`config.mk`:
```
export PLATFORM = sky130hd
export DESIGN_NAME = stopwatch_lap_core_flat
export DESIGN_NICKNAME = d
export VERILOG_FILES = /design/src/rtl/stopwatch_lap_core_pkg.sv /design/src/rtl/stopwatch_lap_core_if.sv /design/src/rtl/stopwatch_lap_core_digit.sv /design/src/rtl/stopwatch_lap_core.sv /design/src/flat_wrapper.sv
export SDC_FILE = /design/constraint.sdc
export NUM_CORES = 1
export LEC_CHECK = 0
export CORE_ASPECT_RATIO = 2
export CORE_UTILIZATION = 40
export CTS_CLUSTER_SIZE = 14
export DETAILED_ROUTE_END_ITERATION = 6
export SYNTH_ARGS = -nofsm -noshare
export SYNTH_HDL_FRONTEND = slang
export SYNTH_HIERARCHICAL = 1
export SYNTH_SLANG_ARGS = --single-unit
```
`constraint.sdc`:
```
create_clock -name clk -period 6.2 [get_ports clk]
set_input_delay 0.93 -clock clk [delete_from_list [all_inputs] [get_ports clk]]
set_output_delay 0.93 -clock clk [all_outputs]
set_load 0.02 [all_outputs]
```
`src/rtl/stopwatch_lap_core_pkg.sv`:
```
// Shared types and constants for the stopwatch lap engine.
// Holds the run-state encoding, the BCD time layout and the per-digit roll-over limits.
package stopwatch_pkg;

   localparam int TIME_W = 24;
   localparam int BCD_W  = 4;

   typedef enum logic [1:0] {
      IDLE  = 2'd0,
      RUN   = 2'd1,
      PAUSE = 2'd2
   } sw_state_e;

   localparam logic [BCD_W-1:0] CS1_MAX   = 4'd9;
   localparam logic [BCD_W-1:0] CS10_MAX  = 4'd9;
   localparam logic [BCD_W-1:0] SEC1_MAX  = 4'd9;
   localparam logic [BCD_W-1:0] SEC10_MAX = 4'd5;
   localparam logic [BCD_W-1:0] MIN1_MAX  = 4'd9;
   localparam logic [BCD_W-1:0] MIN10_MAX = 4'd5;

   typedef struct packed {
      logic [BCD_W-1:0] min10;
      logic [BCD_W-1:0] min1;
      logic [BCD_W-1:0] sec10;
      logic [BCD_W-1:0] sec1;
      logic [BCD_W-1:0] cs10;
      logic [BCD_W-1:0] cs1;
   } bcd_time_t;

endpackage

```
`src/rtl/stopwatch_lap_core_if.sv`:
```
// Control pulses and status/display outputs of the stopwatch lap engine.
// The button chain side is the master; the stopwatch core is the slave.
interface stopwatch_lap_core_if
   import stopwatch_pkg::*;
#(
   parameter int LAP_DEPTH = 8
) ();

   localparam int IDX_W = $clog2(LAP_DEPTH);

   logic              start_stop;
   logic              lap;
   logic              clear;
   logic              view;
   logic              next;
   logic [TIME_W-1:0] time_bcd;
   logic [TIME_W-1:0] disp_bcd;
   logic              running;
   logic              view_mode;
   logic [IDX_W-1:0]  view_idx;
   logic [IDX_W:0]    lap_count;
   logic              lap_full;
   logic              ovf;

   modport master (
      output start_stop, lap, clear, view, next,
      input  time_bcd, disp_bcd, running, view_mode, view_idx, lap_count, lap_full, ovf
   );

   modport slave (
      input  start_stop, lap, clear, view, next,
      output time_bcd, disp_bcd, running, view_mode, view_idx, lap_count, lap_full, ovf
   );

endinterface

```
`src/rtl/stopwatch_lap_core_digit.sv`:
```
// One BCD digit of the time cascade; wraps to zero after MAX and
// raises carry in the same cycle so the next digit advances with it.
module bcd_digit_counter
   import stopwatch_pkg::*;
#(
   parameter logic [BCD_W-1:0] MAX = 4'd9
) (
   input  logic             clk,
   input  logic             reset_p,
   input  logic             inc,
   input  logic             clr,
   output logic [BCD_W-1:0] digit,
   output logic             carry
);

   assign carry = inc && (digit == MAX);

   // NOTE: sequential state is updated with <= so every register samples pre-edge values.
   always_ff @(posedge clk) begin
      if (reset_p || clr)  digit <= '0;
      else if (carry)      digit <= '0;
      else if (inc)        digit <= digit + 4'd1;
   end

endmodule

```
`src/rtl/stopwatch_lap_core.sv`:
```
// Stopwatch engine: BCD mm:ss.cc counter, circular lap memory and lap recall display.
// Define LAP_OVERWRITE_EN to let a lap on a full buffer replace the oldest entry.
module stopwatch_lap_core
   import stopwatch_pkg::*;
#(
   parameter int TICK_DIV  = 1_250_000,
   parameter int LAP_DEPTH = 8
) (
   input logic                  clk,
   input logic                  reset_p,
   stopwatch_lap_core_if.slave  bus
);

   localparam int IDX_W = $clog2(LAP_DEPTH);
   localparam int CNT_W = IDX_W + 1;
   localparam int PRE_W = $clog2(TICK_DIV);

   localparam logic [PRE_W-1:0] TICK_LAST = PRE_W'(TICK_DIV - 1);
   localparam logic [CNT_W-1:0] DEPTH_CNT = CNT_W'(LAP_DEPTH);

   localparam logic [1:0] S_IDLE  = 2'(IDLE);
   localparam logic [1:0] S_RUN   = 2'(RUN);
   localparam logic [1:0] S_PAUSE = 2'(PAUSE);

`ifdef LAP_OVERWRITE_EN
   localparam bit OVERWRITE = 1'b1;
`else
   localparam bit OVERWRITE = 1'b0;
`endif

   logic [1:0]        state;
   logic [PRE_W-1:0]  presc;
   logic [IDX_W-1:0]  wr_ptr;
   logic [CNT_W-1:0]  lap_count;
   logic [IDX_W-1:0]  view_idx;
   logic              view_mode;
   logic              ovf;
   logic [TIME_W-1:0] disp_q;
   logic [TIME_W-1:0] lap_mem [LAP_DEPTH];

   logic [BCD_W-1:0] d_cs1, d_cs10, d_sec1, d_sec10, d_min1, d_min10;
   logic             c_cs1, c_cs10, c_sec1, c_sec10, c_min1, c_min10;
   bcd_time_t        t_now;

   // Only the highest-priority pulse present in a cycle acts.
   logic do_clear, do_ss, lap_req, view_req, next_req;
   assign do_clear = bus.clear;
   assign do_ss    = bus.start_stop && !bus.clear;
   assign lap_req  = bus.lap  && !bus.clear && !bus.start_stop;
   assign view_req = bus.view && !bus.clear && !bus.start_stop && !bus.lap;
   assign next_req = bus.next && !bus.clear && !bus.start_stop && !bus.lap && !bus.view;

   logic lap_full, cnt_en, tick, lap_ok, view_ok, next_ok, idx_last;
   assign lap_full = (lap_count == DEPTH_CNT);
   assign cnt_en   = (state == S_RUN) && !bus.start_stop && !bus.clear;
   assign tick     = cnt_en && (presc == TICK_LAST);
   assign lap_ok   = lap_req && (state == S_RUN) && (!lap_full || OVERWRITE);
   assign view_ok  = view_req && (lap_count != '0);
   assign next_ok  = next_req && view_mode;
   assign idx_last = ({1'b0, view_idx} == lap_count - CNT_W'(1));

   always_ff @(posedge clk) begin
      if (reset_p || do_clear) begin
         state <= S_IDLE;
         presc <= '0;
      end else begin
         if (cnt_en) presc <= tick ? '0 : presc + PRE_W'(1);
         if (do_ss)  state <= (state == S_RUN) ? S_PAUSE : S_RUN;
      end
   end

   bcd_digit_counter #(.MAX(CS1_MAX)) u_cs1 (
      .clk(clk), .reset_p(reset_p), .inc(tick), .clr(do_clear), .digit(d_cs1), .carry(c_cs1));
   bcd_digit_counter #(.MAX(CS10_MAX)) u_cs10 (
      .clk(clk), .reset_p(reset_p), .inc(c_cs1), .clr(do_clear), .digit(d_cs10), .carry(c_cs10));
   bcd_digit_counter #(.MAX(SEC1_MAX)) u_sec1 (
      .clk(clk), .reset_p(reset_p), .inc(c_cs10), .clr(do_clear), .digit(d_sec1), .carry(c_sec1));
   bcd_digit_counter #(.MAX(SEC10_MAX)) u_sec10 (
      .clk(clk), .reset_p(reset_p), .inc(c_sec1), .clr(do_clear), .digit(d_sec10), .carry(c_sec10));
   bcd_digit_counter #(.MAX(MIN1_MAX)) u_min1 (
      .clk(clk), .reset_p(reset_p), .inc(c_sec10), .clr(do_clear), .digit(d_min1), .carry(c_min1));
   bcd_digit_counter #(.MAX(MIN10_MAX)) u_min10 (
      .clk(clk), .reset_p(reset_p), .inc(c_min1), .clr(do_clear), .digit(d_min10), .carry(c_min10));

   assign t_now = '{min10: d_min10, min1: d_min1, sec10: d_sec10,
                    sec1: d_sec1, cs10: d_cs10, cs1: d_cs1};

   always_ff @(posedge clk) begin
      if (reset_p || do_clear) ovf <= 1'b0;
      else if (c_min10)        ovf <= 1'b1;
   end

   // On overwrite view_idx is deliberately left alone, so it slides one entry newer.
   always_ff @(posedge clk) begin
      if (reset_p || do_clear) begin
         wr_ptr    <= '0;
         lap_count <= '0;
         view_mode <= 1'b0;
         view_idx  <= '0;
      end else begin
         if (lap_ok) begin
            wr_ptr <= wr_ptr + IDX_W'(1);
            if (!lap_full) lap_count <= lap_count + CNT_W'(1);
         end
         if (view_ok) begin
            view_mode <= !view_mode;
            view_idx  <= '0;
         end else if (next_ok) begin
            view_idx <= idx_last ? '0 : view_idx + IDX_W'(1);
         end
      end
   end

   // NOTE: the lap memory has no reset; lap_count gates every read, so stale entries never show.
   always_ff @(posedge clk) begin
      if (lap_ok && !reset_p) lap_mem[wr_ptr] <= t_now;
   end

   // Oldest entry sits lap_count slots behind the write pointer (modulo depth).
   logic [IDX_W-1:0] rd_ptr;
   assign rd_ptr = wr_ptr - lap_count[IDX_W-1:0] + view_idx;

   always_ff @(posedge clk) begin
      if (reset_p) disp_q <= '0;
      else         disp_q <= view_mode ? lap_mem[rd_ptr] : t_now;
   end

   assign bus.time_bcd  = t_now;
   assign bus.disp_bcd  = disp_q;
   assign bus.running   = (state == S_RUN);
   assign bus.view_mode = view_mode;
   assign bus.view_idx  = view_idx;
   assign bus.lap_count = lap_count;
   assign bus.lap_full  = lap_full;
   assign bus.ovf       = ovf;

endmodule
```
`src/flat_wrapper.sv`:
```
// flat-port wrapper written by rule: the top's interface ports become plain ports
module stopwatch_lap_core_flat import stopwatch_pkg::*;
#(
   parameter int TICK_DIV  = 1_250_000,
   parameter int LAP_DEPTH = 8
)
  (clk, reset_p, bus_start_stop, bus_lap, bus_clear, bus_view, bus_next, bus_time_bcd, bus_disp_bcd, bus_running, bus_view_mode, bus_view_idx, bus_lap_count, bus_lap_full, bus_ovf);
  stopwatch_lap_core_if #(.LAP_DEPTH(LAP_DEPTH)) bus_i ();
  input logic clk;
  input logic reset_p;
  input wire logic [$bits(bus_i.start_stop)-1:0] bus_start_stop;
  input wire logic [$bits(bus_i.lap)-1:0] bus_lap;
  input wire logic [$bits(bus_i.clear)-1:0] bus_clear;
  input wire logic [$bits(bus_i.view)-1:0] bus_view;
  input wire logic [$bits(bus_i.next)-1:0] bus_next;
  output wire logic [$bits(bus_i.time_bcd)-1:0] bus_time_bcd;
  output wire logic [$bits(bus_i.disp_bcd)-1:0] bus_disp_bcd;
  output wire logic [$bits(bus_i.running)-1:0] bus_running;
  output wire logic [$bits(bus_i.view_mode)-1:0] bus_view_mode;
  output wire logic [$bits(bus_i.view_idx)-1:0] bus_view_idx;
  output wire logic [$bits(bus_i.lap_count)-1:0] bus_lap_count;
  output wire logic [$bits(bus_i.lap_full)-1:0] bus_lap_full;
  output wire logic [$bits(bus_i.ovf)-1:0] bus_ovf;
  assign bus_i.start_stop = bus_start_stop;
  assign bus_i.lap = bus_lap;
  assign bus_i.clear = bus_clear;
  assign bus_i.view = bus_view;
  assign bus_i.next = bus_next;
  assign bus_time_bcd = bus_i.time_bcd;
  assign bus_disp_bcd = bus_i.disp_bcd;
  assign bus_running = bus_i.running;
  assign bus_view_mode = bus_i.view_mode;
  assign bus_view_idx = bus_i.view_idx;
  assign bus_lap_count = bus_i.lap_count;
  assign bus_lap_full = bus_i.lap_full;
  assign bus_ovf = bus_i.ovf;
  stopwatch_lap_core #(.TICK_DIV(TICK_DIV), .LAP_DEPTH(LAP_DEPTH)) u_core (.clk(clk), .reset_p(reset_p), .bus(bus_i));
endmodule
```
==> impl_metrics.env <==
export IMPL_worst_setup_path_type="input pin to register"
export IMPL_synth_ff_type="edfxtp_1"
export IMPL_synth_edf_count=192
export IMPL_grt_start_max_net_pins=51
export IMPL_global_route_wire_length_before_repair_mm=37.1
export IMPL_post_synth_cell_area_avg_sq_um=15.8
export IMPL_final_period_utilization=0.790
export IMPL_gp_congestion=0.737
export IMPL_root_buffer="clkbuf_16"
export IMPL_post_route_cells_drive_above_1_share=0.167
export IMPL_rsz0062_at_grt="no"
export IMPL_cp_max_fo=11
export IMPL_number_of_detailed_route_iterations_in_the_first_pass=5
export IMPL_final_setup_tns_ps=0
export IMPL_ys_async_sr_fraction=0
export IMPL_fp_dieW_um=120
export IMPL_postCtsResizedCells=0
export IMPL_critical_path_n_buffers_inverters=2
export IMPL_first_global_vias=6587
export IMPL_vdd_ir_drop_worst_mv=0.190
export IMPL_core_rowCount=85
export IMPL_synth_largest_type_area_fraction=0.521
export IMPL_hold_class="register to register"
export IMPL_internal_cell_power_mw=2.81
export IMPL_cts_inserted_buffers=25
export IMPL_post_synthesis_cell_area_sq_um=11100
export IMPL_setup_buffers_after_cts=0
export IMPL_critPathRequiredTime_ps=6610
export IMPL_synth_warning_count=6
export IMPL_post_synth_main_area_contributors="edfxtp_1 52%, dfxtp_1 15%, mux4_2 9.8%, nor2_1 2.6%, mux2i_1 2.4%"
export IMPL_synthCells=700
export IMPL_ys_seq_area_frac=0.671
export IMPL_most_common_layout_cells="192 x edfxtp_1, 82 x dfxtp_1, 73 x nor2_1"
export IMPL_finalNetCount=806
export IMPL_cts_num_sinks=275
export IMPL_clock_power_share=0.430
export IMPL_finalClockSkew_ps=12.1
export IMPL_maxSlewViolCount=0
export IMPL_detailedPlacementHpwl_mm=14.6
export IMPL_antenna_violations_before_repair=0
export IMPL_worst_setup_path_startpoint="bus_clear"
export IMPL_path_clk_slew_ps=60
export IMPL_via_per_inst=5.39
export IMPL_setup_violations=0
export IMPL_regToRegStartpoint="u_core/state[1]$_SDFFE_PP0P_"
export IMPL_maxSlewHeadroom=0.312
export IMPL_finalHoldViolCount=0
export IMPL_period_minus_ws_final_ps=4900
export IMPL_final_common_cell="edfxtp_1"
export IMPL_timing_max_cap_violations=0
export IMPL_power_switching_mw=0.672
export IMPL_timing_hold_ws_ps=480
export IMPL_layout_core_utilization=0.481
export IMPL_antennaDiodeCount=0
export IMPL_hold_path_end="u_core/presc[1]$_SDFFE_PP0P_"
export IMPL_fp_dieH_um=237
export IMPL_drcViolationCount=0
export IMPL_swShare=0.193
export IMPL_ys_seq_elements=275
export IMPL_die_area_sq_um=28400
export IMPL_critPathTopFamily="simple AND/OR/NAND/NOR gates"
export IMPL_mappedNetlistNets=729
export IMPL_p_r_area_growth_vs_syn_pct=17.3
export IMPL_min_delay_path_depth=2
export IMPL_timing_critical_path_cells="clkdlybuf4s50_1 > buf_4 > or4b_1 > or4_4 > nor2_1 > and4b_4 > and4b_4 > and4b_4 > and4b_4 > and4b_4 > and4b_4 > or3_4 > nor2_1"
export IMPL_share_seq_of_total_power=0.558
export IMPL_synth_top_area_cell="edfxtp_1"
export IMPL_arrival_ps=5310
export IMPL_clk_path_buf_depth=3
export IMPL_worst_r2r_path_depth=11
export IMPL_placed_cell_area_sq_um=12200
export IMPL_start_util=0.410
export IMPL_core_area_sq_um=27000
export IMPL_combPwrFrac=0.012
export IMPL_drt_iter0_drc=391
export IMPL_worstSkewPairLatency_ps=530
export IMPL_wl_mm=23.9
export IMPL_track_usage=0.172
export IMPL_detailed_route_via_count=6166
export IMPL_synth_cell_types=47
export IMPL_tightestPinTransition_ps=1020
export IMPL_cellPowerDensity_nw_per_um2=268
export IMPL_critPathLaunchType="input pin"
export IMPL_critical_path_endpoint_type="register"
export IMPL_io_pins=66
export IMPL_filler_cell_count=2348
export IMPL_worst_r2r_endpoint="u_core/u_min10/digit[2]$_SDFFE_PP0P_"
export IMPL_critPathSlowestCell="or4b_1"
export IMPL_postCtsHoldBufs=0
export IMPL_cts_tree="done"
export IMPL_htree_levels=1
export IMPL_place_port_buffers=65
export IMPL_worst_hold_startpoint="u_core/presc[1]$_SDFFE_PP0P_"
export IMPL_crit_path_frequent_cell="and4b_4"
export IMPL_total_leakage_power_nw=4.53
export IMPL_final_area_sq_um=13000
export IMPL_grt_remaining_overflow=0
export IMPL_ant_nets=0
export IMPL_outcome="finished, final reports clean"
export IMPL_drt_wirelength_per_cell_um=20.9
export IMPL_achievable_frequency_ghz=0.204
export IMPL_crit_path_max_incr_delay_ps=620
export IMPL_r2r_setup_slack_ps=1990
[tightest hold or removal path, delay by kind of cell (launching register included)]
family,cells,cell delay [ps]
compound gates,1,50
simple gates,1,60
flops,1,320
[sequential cells by signal, summed over array words and instances (netlist names)]
| signal | count |
|---|---|
| u_core/bus.view_idx | 3 |
| u_core/wr_ptr | 3 |
| u_core/u_cs1/digit | 4 |
| u_core/bus.view_mode | 1 |
| u_core/u_min1/digit | 4 |
| u_core/bus.disp_bcd | 24 |
| u_core/bus.ovf | 1 |
| u_core/u_cs10/digit | 4 |
| u_core/u_sec10/digit | 4 |
| u_core/u_sec1/digit | 4 |
| u_core/u_min10/digit | 4 |
| u_core/lap_mem | 192 |
| u_core/state | 2 |
| u_core/presc | 21 |
| u_core/bus.lap_count | 4 |
[power groups by stage]
stage | Combinational (mW) | Sequential [mW] | Clock, mW
6_report | 0.0421 | 1.94 | 1.50
3_3_place_gp | 0.0418 | 1.98 | 0
4_1_cts | 0.0427 | 1.94 | 1.54
5_1_grt | 0.0452 | 1.94 | 1.60
3_5_place_dp | 0.0427 | 1.98 | 0
2_1_floorplan | 0.0268 | 1.98 | 0
[cell type report]
cell class	count	area (sq um)	share of cell area
flip-flops and latches	275	7430	0.572
clock inverters	5	53.8	0.00414
well taps	348	435	0.0335
multi-input cells	378	3510	0.270
clock buffers	40	733	0.0565
repair buffers	79	756	0.0582
inverters	18	67.6	0.00520
[worst max-delay path by stage]
stage | to | slack [ps] | cells after the start
2_1_floorplan | u_core/lap_mem[0][0]$_DFFE_PP_ | 1240 | 4
3_3_place_gp | u_core/u_min10/digit[1]$_SDFFE_PP0P_ | 910 | 13
3_5_place_dp | u_core/u_min10/digit[2]$_SDFFE_PP0P_ | 780 | 13
4_1_cts | u_core/u_min10/digit[2]$_SDFFE_PP0P_ | 1330 | 13
5_1_grt | u_core/u_min10/digit[2]$_SDFFE_PP0P_ | 1160 | 13
6_report | u_core/u_min10/digit[2]$_SDFFE_PP0P_ | 1300 | 13
[synth_stat cells, types with 5 or more instances]
library cell	n
nand4_1	15
or3_4	6
xor2_1	25
mux4_2	48
ha_1	20
or4_1	8
o21ai_0	8
a211oi_1	24
a21oi_1	16
edfxtp_1	192
dfxtp_1	83
nand3_1	10
clkbuf_1	21
a211oi_2	6
nand2_1	20
or3_1	7
nor2_1	76
nor3_1	6
buf_2	5
mux2i_1	27
xnor2_1	13
inv_1	18
and4b_4	6
o31ai_1	7
[layer usage]
| layer | vias up | GRT usage | share of wire |
|---|---|---|---|
| li1 | 2846 | - | - |
| met2 | 148 | 0.334 | 0.57 |
| met5 | - | 0 | 0 |
| met1 | 3124 | 0.181 | 0.36 |
| met3 | 48 | 0.0230 | 0.038 |
| met4 | 0 | 0.0716 | 0.032 |
[cell families after synthesis]
group                      Yosys count  synth area share
DFF                                275             0.671
adders and majority gates           22            0.0262
buffers and inverters               47            0.0175
muxes                               75             0.122
and+or+nand+nor                    177            0.0879
AOI/OAI and AO/OA                   64            0.0417
xor gates and xnor gates            40            0.0336
[metrics by stage]
| step | power [mW] | std cells | worst slack [ps] |
|---|---|---|---|
| after global placement | 2.02 | 1098 | 912 |
| after CTS | 3.52 | 1143 | 1330 |
| final | 3.48 | 1143 | 1300 |
| after floorplan | 2.01 | 700 | 1240 |
| after detailed placement | 2.02 | 1098 | 784 |
| after global routing | 3.59 | 1143 | 1160 |
(Power assumes the default switching activity.)
